--- config.mk ---
export PLATFORM = sky130hd
export DESIGN_NAME = button_debounce_flat
export DESIGN_NICKNAME = d
export VERILOG_FILES = /design/src/rtl/button_debounce_if.sv /design/src/rtl/button_debounce.sv /design/src/flat_wrapper.sv
export SDC_FILE = /design/constraint.sdc
export NUM_CORES = 1
export LEC_CHECK = 0
export CORE_MARGIN = 5
export CORE_UTILIZATION = 52
export DETAILED_ROUTE_END_ITERATION = 6
export PLACE_DENSITY = 0.73
export SYNTH_ARGS = -nofsm -noshare
export SYNTH_HDL_FRONTEND = slang
export SYNTH_SLANG_ARGS = --single-unit
--- constraint.sdc ---
create_clock -name clk -period 2 [get_ports clk]
set_clock_uncertainty 0.2 [all_clocks]
set_input_delay 0.6 -clock clk [delete_from_list [all_inputs] [get_ports clk]]
set_output_delay 0.6 -clock clk [all_outputs]
set_load 0.05 [all_outputs]
--- src/rtl/button_debounce_if.sv ---
// Button conditioner signal bundle: raw pin towards the debouncer, clean level and pulses back.
interface button_debounce_if;
    logic button;
    logic btn_level;
    logic btn_press;
    logic btn_release;
    logic long_press;

    modport master (output button, input btn_level, btn_press, btn_release, long_press);
    modport slave  (input button, output btn_level, btn_press, btn_release, long_press);
endinterface

--- src/rtl/button_debounce.sv ---
// Push-button synchroniser + debouncer producing a clean level and press/release/long-press pulses.
// Long-press detection is present only when BUTTON_LONG_PRESS_EN is defined.
module button_debounce #(
    parameter int unsigned DEBOUNCE_CYCLES   = 1_000_000,
    parameter int unsigned LONG_CYCLES       = 50_000_000,
    parameter bit          BUTTON_ACTIVE_LOW = 1'b1
) (
    input  logic             clk,
    input  logic             reset_n,
    button_debounce_if.slave bus
);
    localparam int unsigned     DW       = $clog2(DEBOUNCE_CYCLES);
    localparam logic [DW-1:0]   D_LAST   = DW'(DEBOUNCE_CYCLES - 1);
    localparam logic            PIN_IDLE = BUTTON_ACTIVE_LOW;

    if (DEBOUNCE_CYCLES < 2 || LONG_CYCLES <= DEBOUNCE_CYCLES) begin : g_bad_params
        $error("button_debounce: illegal DEBOUNCE_CYCLES / LONG_CYCLES");
    end

    typedef enum logic [1:0] {
        RELEASED    = 2'd0,
        PRESS_CHK   = 2'd1,
        PRESSED     = 2'd2,
        RELEASE_CHK = 2'd3
    } state_t;

    logic          sync1;
    logic          sync2;
    logic          btn_s;
    state_t        state;
    state_t        state_nxt;
    logic [DW-1:0] dcnt;
    logic [DW-1:0] dcnt_nxt;
    logic          level_q;
    logic          level_nxt;
    logic          press_q;
    logic          press_nxt;
    logic          release_q;
    logic          release_nxt;
    logic          long_q;
    logic          long_nxt;

    // Two-flop synchroniser; reset parks both flops at the released pin level
    always_ff @(posedge clk) begin
        if (!reset_n) begin
            sync1 <= PIN_IDLE;
            sync2 <= PIN_IDLE;
        end else begin
            sync1 <= bus.button;
            sync2 <= sync1;
        end
    end

    assign btn_s = BUTTON_ACTIVE_LOW ? ~sync2 : sync2;

    always_ff @(posedge clk) begin
        if (!reset_n) begin
            state     <= RELEASED;
            dcnt      <= '0;
            level_q   <= 1'b0;
            press_q   <= 1'b0;
            release_q <= 1'b0;
            long_q    <= 1'b0;
        end else begin
            state     <= state_nxt;
            dcnt      <= dcnt_nxt;
            level_q   <= level_nxt;
            press_q   <= press_nxt;
            release_q <= release_nxt;
            long_q    <= long_nxt;
        end
    end

    // Debounce FSM: an edge is accepted after DEBOUNCE_CYCLES stable samples in a CHK state
    always_comb begin
        state_nxt   = state;
        dcnt_nxt    = dcnt;
        level_nxt   = level_q;
        press_nxt   = 1'b0;
        release_nxt = 1'b0;
        case (state)
            RELEASED: begin
                if (btn_s) begin
                    state_nxt = PRESS_CHK;
                    dcnt_nxt  = '0;
                end
            end
            PRESS_CHK: begin
                if (!btn_s) begin
                    state_nxt = RELEASED;
                end else if (dcnt == D_LAST) begin
                    state_nxt = PRESSED;
                    press_nxt = 1'b1;
                    level_nxt = 1'b1;
                end else begin
                    dcnt_nxt = dcnt + DW'(1);
                end
            end
            PRESSED: begin
                if (!btn_s) begin
                    state_nxt = RELEASE_CHK;
                    dcnt_nxt  = '0;
                end
            end
            RELEASE_CHK: begin
                if (btn_s) begin
                    state_nxt = PRESSED;
                end else if (dcnt == D_LAST) begin
                    state_nxt   = RELEASED;
                    release_nxt = 1'b1;
                    level_nxt   = 1'b0;
                end else begin
                    dcnt_nxt = dcnt + DW'(1);
                end
            end
            default: state_nxt = RELEASED;
        endcase
    end

`ifdef BUTTON_LONG_PRESS_EN
    localparam int unsigned   LW     = $clog2(LONG_CYCLES);
    localparam logic [LW-1:0] L_LAST = LW'(LONG_CYCLES - 1);

    logic [LW-1:0] lcnt;
    logic [LW-1:0] lcnt_nxt;
    logic          long_done;
    logic          long_done_nxt;
    logic          held;

    always_ff @(posedge clk) begin
        if (!reset_n) begin
            lcnt      <= '0;
            long_done <= 1'b0;
        end else begin
            lcnt      <= lcnt_nxt;
            long_done <= long_done_nxt;
        end
    end

    // Hold-time counter saturates at its terminal value; a release edge suppresses a coincident fire
    always_comb begin
        lcnt_nxt      = lcnt;
        long_done_nxt = long_done;
        long_nxt      = 1'b0;
        held          = (state == PRESSED) || (state == RELEASE_CHK);
        if (press_nxt) begin
            lcnt_nxt      = '0;
            long_done_nxt = 1'b0;
        end else if (held) begin
            if (lcnt == L_LAST) begin
                if (!long_done && !release_nxt) begin
                    long_nxt      = 1'b1;
                    long_done_nxt = 1'b1;
                end
            end else begin
                lcnt_nxt = lcnt + LW'(1);
            end
        end
    end
`else
    assign long_nxt = 1'b0;
`endif

    assign bus.btn_level   = level_q;
    assign bus.btn_press   = press_q;
    assign bus.btn_release = release_q;
    assign bus.long_press  = long_q;

endmodule

--- src/flat_wrapper.sv ---
// flat-port wrapper written by rule: the top's interface ports become plain ports
module button_debounce_flat 
#(
    parameter int unsigned DEBOUNCE_CYCLES   = 1_000_000,
    parameter int unsigned LONG_CYCLES       = 50_000_000,
    parameter bit          BUTTON_ACTIVE_LOW = 1'b1
)
  (clk, reset_n, bus_button, bus_btn_level, bus_btn_press, bus_btn_release, bus_long_press);
  button_debounce_if bus_i ();
  input  logic clk;
  input  logic reset_n;
  input wire logic [$bits(bus_i.button)-1:0] bus_button;
  output wire logic [$bits(bus_i.btn_level)-1:0] bus_btn_level;
  output wire logic [$bits(bus_i.btn_press)-1:0] bus_btn_press;
  output wire logic [$bits(bus_i.btn_release)-1:0] bus_btn_release;
  output wire logic [$bits(bus_i.long_press)-1:0] bus_long_press;
  assign bus_i.button = bus_button;
  assign bus_btn_level = bus_i.btn_level;
  assign bus_btn_press = bus_i.btn_press;
  assign bus_btn_release = bus_i.btn_release;
  assign bus_long_press = bus_i.long_press;
  button_debounce #(.DEBOUNCE_CYCLES(DEBOUNCE_CYCLES), .LONG_CYCLES(LONG_CYCLES), .BUTTON_ACTIVE_LOW(BUTTON_ACTIVE_LOW)) u_core (.clk(clk), .reset_n(reset_n), .bus(bus_i));
endmodule
After elaboration in Yosys (flattened, before gate mapping)
Index checks and enable logic that the tools add are counted.
Cells by class
  add/subtract/negate cells: 1
  equality and inequality tests: 12
  muxes and demuxes: 19
  bitwise operators: 2
  reduce and logical (&&, ||, !) cells: 7
Operators by type and width (count)
  two-way mux 20 bit: 5
  one-hot mux 20 bit (4 select lines): 1
  adder 20 x 1 -> 20 bit, second input constant: 1
  equality test 20 bit, second input constant: 1
  two-way mux 2 bit: 6
  inequality test 2 x 1 -> 1 bit, second input constant: 4
  one-hot mux 2 bit (4 select lines): 1
  AND reduction 4 bit: 2
  two-way mux 1 bit: 5
  AND reduction 5 bit: 1
  equality test 2 bit, second input constant: 2
  inequality test 2 bit, second input constant: 2
  inequality test 3 x 1 -> 1 bit, second input constant: 1
  inequality test 3 bit, second input constant: 1
  AND reduction 3 bit: 1
  OR reduction 3 bit: 1
  equality test 2 x 1 -> 1 bit, second input constant: 1
  logical NOT 2 bit: 1
  NOT 1 bit: 2
  one-hot mux 1 bit (2 select lines): 1
  nonzero test 2 bit: 1
Storage, ports and cells
  flip-flop bits (word level): 27
  bits of input ports: 3
  word-level logic and storage cells: 48

Longest topological paths before layout
Gate-level depths: netlist of the first run.
  depth after elaboration: 4
  depth in mapped cells: 7

Worst setup path after synthesis of the first run
OpenSTA, ideal clock, no wires.
  kind: flip-flop to flip-flop
  start point: reg u_core.dcnt[0]
  end point: reg u_core.dcnt[9]
  setup time: 0.074 ns
  arrival: 1.636 ns
  setup slack: 0.090 ns
  stages on the path, launching flop included: 7
  buffers on the path: 0
  period minus slack after synthesis: 1.910 ns
  path through: dfxtp_1 ha_1 nand3_2 or2_1 o31ai_4 o21ai_1 a21oi_1
On the way
  longest elaborated chain between the ends: 4
RTL lines
  start, declared: RTL line button_debounce.sv:32  | logic [DW-1:0] dcnt;
  start signal, assigned: RTL line button_debounce.sv:66  | dcnt <= dcnt_nxt;
  adder 20 x 1 -> 20 bit / equality test 20 bit (equally long branches)
  two-way mux 20 bit *: RTL line button_debounce.sv:91, button_debounce.sv:108
  two-way mux 20 bit, on equally long branches: RTL line button_debounce.sv:106, button_debounce.sv:89
  one-hot mux 20 bit (4 select lines) *: RTL line button_debounce.sv:81  | case (state)
Mark *: on every way between the ends. The rest lies on a longest branch, timed or not. The select of a mux whose other input is x is not followed.
A chain may end at the register's enable or synchronous reset.

Final worst setup path of the first run
  start point: reg u_core.dcnt[1]
  end point: reg u_core.dcnt[16]
The elaborated chain is that of the path after synthesis.

==> metrics.md, run 1 <==
| Metric | Value |
|---|---|
| Final hold vios | 0 |
| Critical Path AT | between 2 and 2.5 ns |
| Final HPWL from detailed placement | 2210 um |
| DIE AREA | around 3700 um2 |
| WL final | 3300 um |
| # rows | 18 |
| Crit Path Category | reg2reg |
| CTS max path bufs | 2 |
| TritonRoute pass-1 iters | 4 |
| Commonest non-fill, non-tap cell in the layout | buf_4 |
| Die X | 61.2 um |
| Syn_area_per_cell | 8.98 um2 |
| Area grow syn2layout | 24.6% |
| CP Cell Sequence | ha_4 > nand3_4 > or2_4 > o31ai_4 > buf_4 > or4b_1 > a21oi_2 |
| CTS sink count | 27 |
| Inserted Diodes | 0 |
| First DRT Iteration DRCs | 76 |
| Xor/xnor share of the synthesized area | 8.98% |
| Minimum clock period | 1.94 ns |
| P_leak | roughly 0.66 nW |
| Flops & latches, synth | 27 |
| Boundary pin count | 7 |
| Mux cell area share after synthesis | 0.733% |
| TritonCTS clock tree | built |
| Final Net Count | 181 |
| Worst min path class | reg2reg |
| Crit share post-route | 97.2% |
| Compound-Gate Fraction of Synth Area | 12.3% |
| Root Buffer | clkbuf_4 |
| CP max stage delay | around 0.49 ns |
| Share of the synthesized area in the top cell type | 39.6% |
| Setup violators final | 0 |
| Worst-path clk slew | 0.14 ns |
| Final setup TNS | 0 ns |
| Grt ovf | 0 |
| Status | complete, no violations |
| Maxcap violations | 0 |
| Vias in the first global route | 1,209 |
| Most frequent cells in the layout | buf_4 (22), nor2_1 (20), dfxtp_1 (17), nand2_1 (11), nand4_1 (11) |
| Worst hold stages | 1 |
| Peak VDD IR | about 0.39 mV |
| DRC Markers | 0 |
| Post-Syn Nets | between 150 and 200 |
| Number of synthesized flops with an enable pin | 0 |
| Slowest CP cell | or4b_1 |
| Top cells by area, synth | dfxtp_1 (40%), nor2_1 (5.5%), nand4_1 (5.0%) |
| Routed vias | 1,261 |
| Vias per inst | ~6.1 |
| Worst Reg-to-Reg Cells | 7 |
| Async set-reset flop share out of synthesis | 0% |
| Htree depth | 1 |
| Starting density of the core | a little over half |
| Post-synthesis simple-gate area fraction | between 30 and 40% |
| Max Clk Rate | 514 MHz |
| First-pass GRT wire length | 5220 um |
| Die height | slightly above 60 um |
| Fraction of layout cells with a size suffix above 1 | 30.1% |
| Initial antenna violation count | 0 |
| Crit. path cell count | 7 |
| Cts hold-fix bufs | 0 |
| Sum of buffers and inverters on the critical path | 1 |
| Core ar. | 2500 um2 |
| Worst-skew pair later-pin latency | 0.33 ns |
| CP delay by family, top | simple AND/OR/NAND/NOR gates |
| Largest net degree at the start of global routing | 15 |
| Synth warn | 0 |
| Req. time, crit path | 2.08 ns |
| Largest family of logic cells by synthesized area | simple AND/OR/NAND/NOR gates |
| Adder-Cell Fraction of Synth Area | 0.917% |
| Crit path max fanout | 7 |
| Startpoint Class | flip-flop |
| Top FF cell, synth | dfxtp_1 |
| Tot GR Track Use | around a fifth |
| Syn Inst Count | roughly 150 |
| Yosys cell types | 48 |
| DR WL/cell | 16.0 um |
| Sequential share of the synthesized area | around two fifths |
| Power per cell area | 488 nW/um2 |
| CP Capture Type | flip-flop |
| Cell taking the most area after synthesis | dfxtp_1 |
| Max-slew violations | 0 |
| Util after Layout | between 60% and 70% |
| Post-Syn Area | 1370 um2 |
| Port Buffers | 5 |
| RePlAce Congestion | 0.872 |
| TritonCTS buffer count | 3 |
| Post-route ant nets | 0 |
==> registers in the layout, indices dropped and copies added, names as in the netlist, named ones only <==
signal,cells
u_core.bus.btn_release,1
u_core.sync2,1
u_core.state,1
u_core.sync1,1
u_core.bus.btn_press,1
u_core.bus.btn_level,1
u_core.dcnt,20
==> worst paths after layout <==
| check | end | slack, ns | startpoint |
|---|---|---|---|
| hold reg to reg | u_core.sync2$_SDFF_PN1_ | 0.23 | u_core.sync1$_SDFF_PN1_ |
| setup reg to reg | u_core.dcnt[16]$_SDFFE_PN0P_ | 0.06 | u_core.dcnt[1]$_SDFFE_PN0P_ |
| setup / recovery | u_core.dcnt[16]$_SDFFE_PN0P_ | 0.06 | u_core.dcnt[1]$_SDFFE_PN0P_ |
| hold / removal | u_core.sync2$_SDFF_PN1_ | 0.23 | u_core.sync1$_SDFF_PN1_ |
==> per-layer routing <==
metal  wire length (um)  share of wire, %  GRT usage (%)
met1               1400                42           23.6
met2               1660                50           31.0
met3                158               4.8           2.52
met4                 84               2.5           9.60
met5                  0                 0              0
==> worst register-to-register path, delay by kind of cell (launching register included) <==
family | cells | cell delay, ns
DFF | 1 | 0.37
and+or+nand+nor | 3 | 0.78
buffers and inverters | 1 | 0.17
AOI/OAI and AO/OA | 2 | 0.21
adders and majority gates | 1 | 0.17
==> power by group <==
part / switching [mW] / internal [mW] / total [mW]
registers: 0.00308 / 0.540 / 0.544
logic: 0.0287 / 0.0178 / 0.0465
clock network: 0.161 / 0.0783 / 0.240
==> cell type report <==
cell class,count,area [um2]
inverter,4,15.0
sequential,27,553
clock buffer,4,26.3
multi-input combinational,113,812
tap,30,37.5
fill,193,800
timing repair buffer,28,256
==> logic make-up (layout without fill, tap and decap cells) <==
family          after synthesis  in the layout
flops                        27             27
other cells                   1              1
compound gates               24             24
mux                           1              1
simple gates                 75             75
xor+xnor                     11             11
buf+inv                      12             36
fa+ha+maj                     1              1
==> Yosys cell counts (all sizes together), types with 4 or more instances <==
cell type  number
a21oi           7
buf             6
dfxtp          27
inv             4
nand2          11
nand3           4
nand4          12
nor2           20
nor3            5
o21ai           5
xor2            8
==> metrics by stage <==
step	area, um2	setup WS, ns	hold slack, ns	instances	power, mW
6_report	1700	0.0552	0.226	206	0.830
5_1_grt	1700	-0.0347	0.256	206	0.869
4_1_cts	1630	0.0137	0.231	204	0.838
3_5_place_dp	1580	-0.109	0.192	199	0.599
3_3_place_gp	1580	-0.0775	0.200	199	0.598
2_1_floorplan	1370	0.0898	0.186	152	0.584
==> repair_timing <==
item	in CTS	in global routing
resized for setup	4	17
setup buffers	1	2
endpoints found under the setup margin	19	23
pin swaps	1	6
endpoints found under the hold margin	0	0
Power figures use the tool's default switching activity.
==> run 2: changes to the inputs <==
- CORE_MARGIN: 5 -> 10
- RECOVER_POWER: default -> 25
- TNS_END_PERCENT: default -> 30
==> metrics.md, run 2 (synthesized netlist as in run 1, its figures left out) <==
| Metric | Value |
|---|---|
| Power per cell area | 500 nW/um2 (+2.4%) |
| Worst setup path start | u_core.dcnt[7]$_SDFFE_PN0P_ |
| Initial antenna violation count | 0 (unchanged) |
| P_leak | 0.632 nW (-3.7%) |
| Final Net Count | 179 (-1.1%) |
| Design area | 1650 um2 (-3.0%) |
| TritonCTS clock tree | built |
| Port Buffers | 5 (unchanged) |
| Power Total | 0.824 mW (-0.67%) |
| Final HPWL from detailed placement | 2250 um (+1.8%) |
| Cts hold-fix bufs | 0 (unchanged) |
| Die height | 71.2 um (+16%) |
| Htree depth | 1 (unchanged) |
| Critical Path AT | 2.03 ns (about the same) |
| CP Capture Type | flip-flop |
| Hold Crit Start | u_core.sync1$_SDFF_PN1_ |
| # rows | 18 (unchanged) |
| Max Clk Rate | 508 MHz (-1.2%) |
| CP Cell Sequence | buf_6 > nand4_1 > nor4_4 > or4b_4 > a21oi_2 |
| RSZ-0062 raised after global routing | true |
| DRC Markers | 0 (unchanged) |
| Root Buffer | clkbuf_4 |
| Crit Path Category | reg2reg |
| Minimum clock period | 1.97 ns (+0.0231 ns) |
| Area grow syn2layout | 20.8% |
| Routed vias | 1,217 (-3.5%) |
| CP max stage delay | 0.51 ns (+0.02 ns) |
| First-pass GRT wire length | 5150 um (-1.3%) |
| Most frequent cells in the layout | nor2_1 (20), buf_4 (19), dfxtp_1 (17), nand2_1 (11), nand4_1 (11) |
| Fraction of layout cells with a size suffix above 1 | 30.5% (+0.35 points) |
| TritonRoute pass-1 iters | 4 (unchanged) |
| WL final | 3170 um (-4.0%) |
| Maxcap violations | 0 (unchanged) |
| CTS max path bufs | 2 (unchanged) |
| Die X | 71.2 um (+16%) |
| Vias in the first global route | 1,160 (-4.1%) |
| Setup violators final | 0 (unchanged) |
| DIE AREA | 5070 um2 (+35%) |
| Inserted Diodes | 0 (unchanged) |
| Placed Instance Area | 1560 um2 (-0.95%) |
| Final hold vios | 0 (unchanged) |
| Startpoint Class | flip-flop |
| Commonest non-fill, non-tap cell in the layout | nor2_1 |
| DR WL/cell | 15.5 um (-3.1%) |
| Max reg flops | 20 (unchanged) |
| Reg2Reg Launch Point | u_core.dcnt[7]$_SDFFE_PN0P_ |
| Core ar. | 2500 um2 (unchanged) |
| Largest reg by FF count | u_core.dcnt |
| Tot GR Track Use | 12.1% (-6.6 points) |
| Worst-skew pair later-pin latency | 0.32 ns (about the same) |
| First DRT Iteration DRCs | 62 (-18%) |
| Req. time, crit path | 2.07 ns (about the same) |
| Worst min path class | reg2reg |
| Status | complete, no violations |
| Crit share post-route | 98.4% (+1.2 points) |
| Util after Layout | 66.0% (-2.1 points) |
| CTS sink count | 27 (unchanged) |
| Grt ovf | 0 (unchanged) |
| Max-slew violations | 0 (unchanged) |
| Post-route ant nets | 0 (unchanged) |
| Vias per inst | 5.97 (-2.5%) |
| Slowest CP cell | or4b_4 |
| Boundary pin count | 7 (unchanged) |
| Peak VDD IR | 0.387 mV (-1.6%) |
| Largest net degree at the start of global routing | 15 (unchanged) |
| Starting density of the core | 54.6% (unchanged) |
| RePlAce Congestion | 0.883 (+1.2%) |
| Crit path max fanout | 6 (-1) |
| TritonCTS buffer count | 3 (unchanged) |
| Worst-path clk slew | 0.14 ns (about the same) |
run 2: cell count changes in the layout (fill, tap and decap cells not counted), moves of 2 or more:
cell	previous run	this run
clkbuf_2	0	3
buf_4	22	19
a21oi_1	6	4
buf_12	3	0
a21oi_2	1	3
run 2: final cells by class:
type / instances / area [um2]
multi-input combinational: 113 / 825
inverter: 4 / 15.0
sequential: 27 / 553
timing repair buffer: 26 / 193
fill: 199 / 851
tap: 30 / 37.5
clock buffer: 4 / 26.3
run 2: final timing paths:
kind	depth (start not counted)	slack, ns	to
max	5	0.03	u_core.dcnt[16]$_SDFFE_PN0P_
min	1	0.23	u_core.sync2$_SDFF_PN1_
max reg2reg	5	0.03	u_core.dcnt[16]$_SDFFE_PN0P_
min reg2reg	1	0.23	u_core.sync2$_SDFF_PN1_
run 2: what timing repair did:
item | in CTS | in global routing
setup buffers | 3 | 0
setup endpoints to repair | 21 | 23
endpoints found under the hold margin | 0 | 0
pin swaps | 3 | 7
gates cloned | 0 | 0
resized for setup | 6 | 18
run 2: power by group:
part           switching (mW)  total, mW  internal [mW]
clock network           0.155      0.233         0.0780
registers             0.00295      0.543          0.540
logic                  0.0300     0.0475         0.0175
total                   0.188      0.824          0.636
run 2: worst max-delay path: cells and delay by family (launching register included):
kind,cells,cell delay (ns)
compound gates,1,0.12
buf+inv,1,0.12
flops,1,0.38
simple gates,3,1.11
run 2: layer usage:
layer / part of all wire [%] / vias up / global-route usage, %
li1: - / 596 / -
met1: 44 / 593 / 14.2
met2: 50 / 22 / 18.9
met3: 4.1 / 6 / 3.58
met4: 2.0 / 0 / 7.53
met5: 0 / - / 0
run 2: per-stage QoR:
step / instances / TNS [ns] / hold WS (ns) / setup slack [ns]
after floorplan: 152 / 0 / 0.186 / 0.0898
after global placement: 197 / -0.106 / 0.199 / -0.0363
after detailed placement: 197 / -2.06 / 0.200 / -0.201
after CTS: 204 / 0 / 0.233 / 0.0163
after global routing: 204 / -0.553 / 0.250 / -0.0563
final: 204 / 0 / 0.228 / 0.0322
==> run 3: changes to the inputs <==
- SETUP_SLACK_MARGIN: default -> 0.5
==> metrics.md, run 3 (synthesized netlist as in run 1, its figures left out) <==
| Metric | Value |
|---|---|
| RSZ-0062 raised after global routing | true |
| Starting density of the core | 54.6% (unchanged) |
| TritonRoute pass-1 iters | 4 (unchanged) |
| RePlAce Congestion | 0.833 (-5.7%) |
| Status | complete, no violations |
| Max reg flops | 20 (unchanged) |
| Worst Reg-to-Reg Cells | 5 (unchanged) |
| First DRT Iteration DRCs | 73 (+18%) |
| Max-slew violations | 0 (unchanged) |
| Sw frac | 23.6% (+0.78 points) |
| First-pass GRT wire length | 5260 um (+2.1%) |
| Fraction of layout cells with a size suffix above 1 | 33.3% (+2.9 points) |
| P_leak | 0.639 nW (+1.1%) |
| Final Net Count | 179 (unchanged) |
| Largest net degree at the start of global routing | 15 (unchanged) |
| Power per cell area | 484 nW/um2 (-3.1%) |
| Max Clk Rate | 518 MHz (+1.9%) |
| Maxcap violations | 0 (unchanged) |
| Final setup TNS | 0 ns (unchanged) |
| TritonCTS clock tree | built |
| Tot GR Track Use | 12.5% (+0.39 points) |
| Root Buffer | clkbuf_4 |
| Crit path max fanout | 4 (-2) |
| CP Capture Type | flip-flop |
| TritonCTS buffer count | 3 (unchanged) |
| Largest reg by FF count | u_core.dcnt |
| Critical Path AT | 2.00 ns (-0.03 ns) |
| Commonest non-fill, non-tap cell in the layout | nor2_1 |
| WL final | 3120 um (-1.6%) |
| Worst-skew pair later-pin latency | 0.33 ns (about the same) |
| Startpoint Class | flip-flop |
| DR WL/cell | 15.3 um (-1.6%) |
| Worst min path class | reg2reg |
| Post-route ant nets | 0 (unchanged) |
| DIE AREA | 5070 um2 (unchanged) |
| Port Buffers | 5 (unchanged) |
| Int Power | 0.628 mW (-1.2%) |
| Die X | 71.2 um (unchanged) |
| Grt ovf | 0 (unchanged) |
| Inserted Diodes | 0 (unchanged) |
| Most frequent cells in the layout | nor2_1 (19), buf_4 (17), nand2_1 (11), nand4_1 (11), dfxtp_1 (11) |
| Sequential share of power | 64.8% (-1.1 points) |
| DRC Markers | 0 (unchanged) |
| Vias in the first global route | 1,190 (+2.6%) |
| CTS max path bufs | 2 (unchanged) |
| Core ar. | 2500 um2 (unchanged) |
| Final HPWL from detailed placement | 2160 um (-4.2%) |
| Final hold vios | 0 (unchanged) |
| Combinational power share | 6.2% (+0.4 points) |
| Peak VDD IR | 0.471 mV (+22%) |
| Crit share post-route | 96.6% (-1.8 points) |
| Area grow syn2layout | 24.4% |
| Vias per inst | 5.85 (-1.9%) |
| Htree depth | 1 (unchanged) |
| Worst hold slack | 0.229 ns (+0.000515 ns) |
| CTS sink count | 27 (unchanged) |
| Worst-path clk slew | 0.14 ns (about the same) |
| Worst hold stages | 1 (unchanged) |
| Setup violators final | 0 (unchanged) |
| Routed vias | 1,194 (-1.9%) |
| Req. time, crit path | 2.06 ns (about the same) |
| Minimum clock period | 1.93 ns (-0.0363 ns) |
| Crit Path Category | reg2reg |
| Power Total | 0.822 mW (-0.23%) |
| P_sw | 0.194 mW (+3.2%) |
| # rows | 18 (unchanged) |
| Clock network fraction of design power | 29.1% (+0.8 points) |
| Die height | 71.2 um (unchanged) |
| Boundary pin count | 7 (unchanged) |
| Initial antenna violation count | 0 (unchanged) |
[run 3: cell types whose count changed in the layout (fill, tap and decap cells not counted), moves of 2 or more]
cell	change
a21oi_2	-3
dfxtp_4	+7
dfxtp_1	-6
buf_4	-2
a21oi_1	+3
[run 3: critical path, cell delays in order (launching register included)]
cell and delay [ns]:
dfxtp_4 0.40, and4_1 0.22, and3_1 0.19, nand4_1 0.13, or4_4 0.51, o22ai_2 0.20
[run 3: worst paths after layout]
kind,endpoint,slack (ns),from
worst min register to register,u_core.sync2$_SDFF_PN1_,0.23,u_core.sync1$_SDFF_PN1_
worst min-delay path,u_core.sync2$_SDFF_PN1_,0.23,u_core.sync1$_SDFF_PN1_
worst max register to register,u_core.dcnt[14]$_SDFFE_PN0P_,0.07,u_core.dcnt[10]$_SDFFE_PN0P_
worst max-delay path,u_core.dcnt[14]$_SDFFE_PN0P_,0.07,u_core.dcnt[10]$_SDFFE_PN0P_
[run 3: power groups by stage]
| stage | Sequential [mW] | Clock [mW] | Combinational (mW) |
|---|---|---|---|
| global placement | 0.551 | 0 | 0.0450 |
| CTS | 0.537 | 0.248 | 0.0508 |
| floorplan | 0.550 | 0 | 0.0337 |
| detailed placement | 0.551 | 0 | 0.0459 |
| finish | 0.533 | 0.239 | 0.0508 |
| global route | 0.533 | 0.269 | 0.0557 |
[run 3: final cells by class]
class	count	area, um2
inverter	4	15.0
multi-input combinational	113	847
clock buffer	4	26.3
timing repair buffer	26	194
fill	193	802
sequential	27	578
tap	30	37.5
[run 3: what timing repair did]
| action | CTS | global route |
|---|---|---|
| buffers inserted | 6 | 2 |
| cloned | 1 | 0 |
| resized for setup | 17 | 6 |
| hold buffers | 0 | 0 |
| endpoints found under the setup margin | 28 | 28 |
| pin swaps | 12 | 1 |
[run 3: per-stage QoR]
step                setup WS (ns)  cells  util (%)  cell area (um2)
floorplan                   0.249    152         -             1440
global placement         -0.00769    191      63.2             1580
detailed placement        -0.0214    191      63.2             1580
CTS                         0.125    202      68.4             1710
global route              0.00675    204      67.9             1700
finish                     0.0685    204      67.9             1700
[run 3: metal layers]
layer / GRT usage [%] / vias up / share of wire, %
li1: - / 590 / -
met1: 14.1 / 566 / 44
met2: 21.3 / 33 / 49
met3: 2.07 / 5 / 5.2
met4: 7.74 / 0 / 2.0
met5: 0 / - / 0
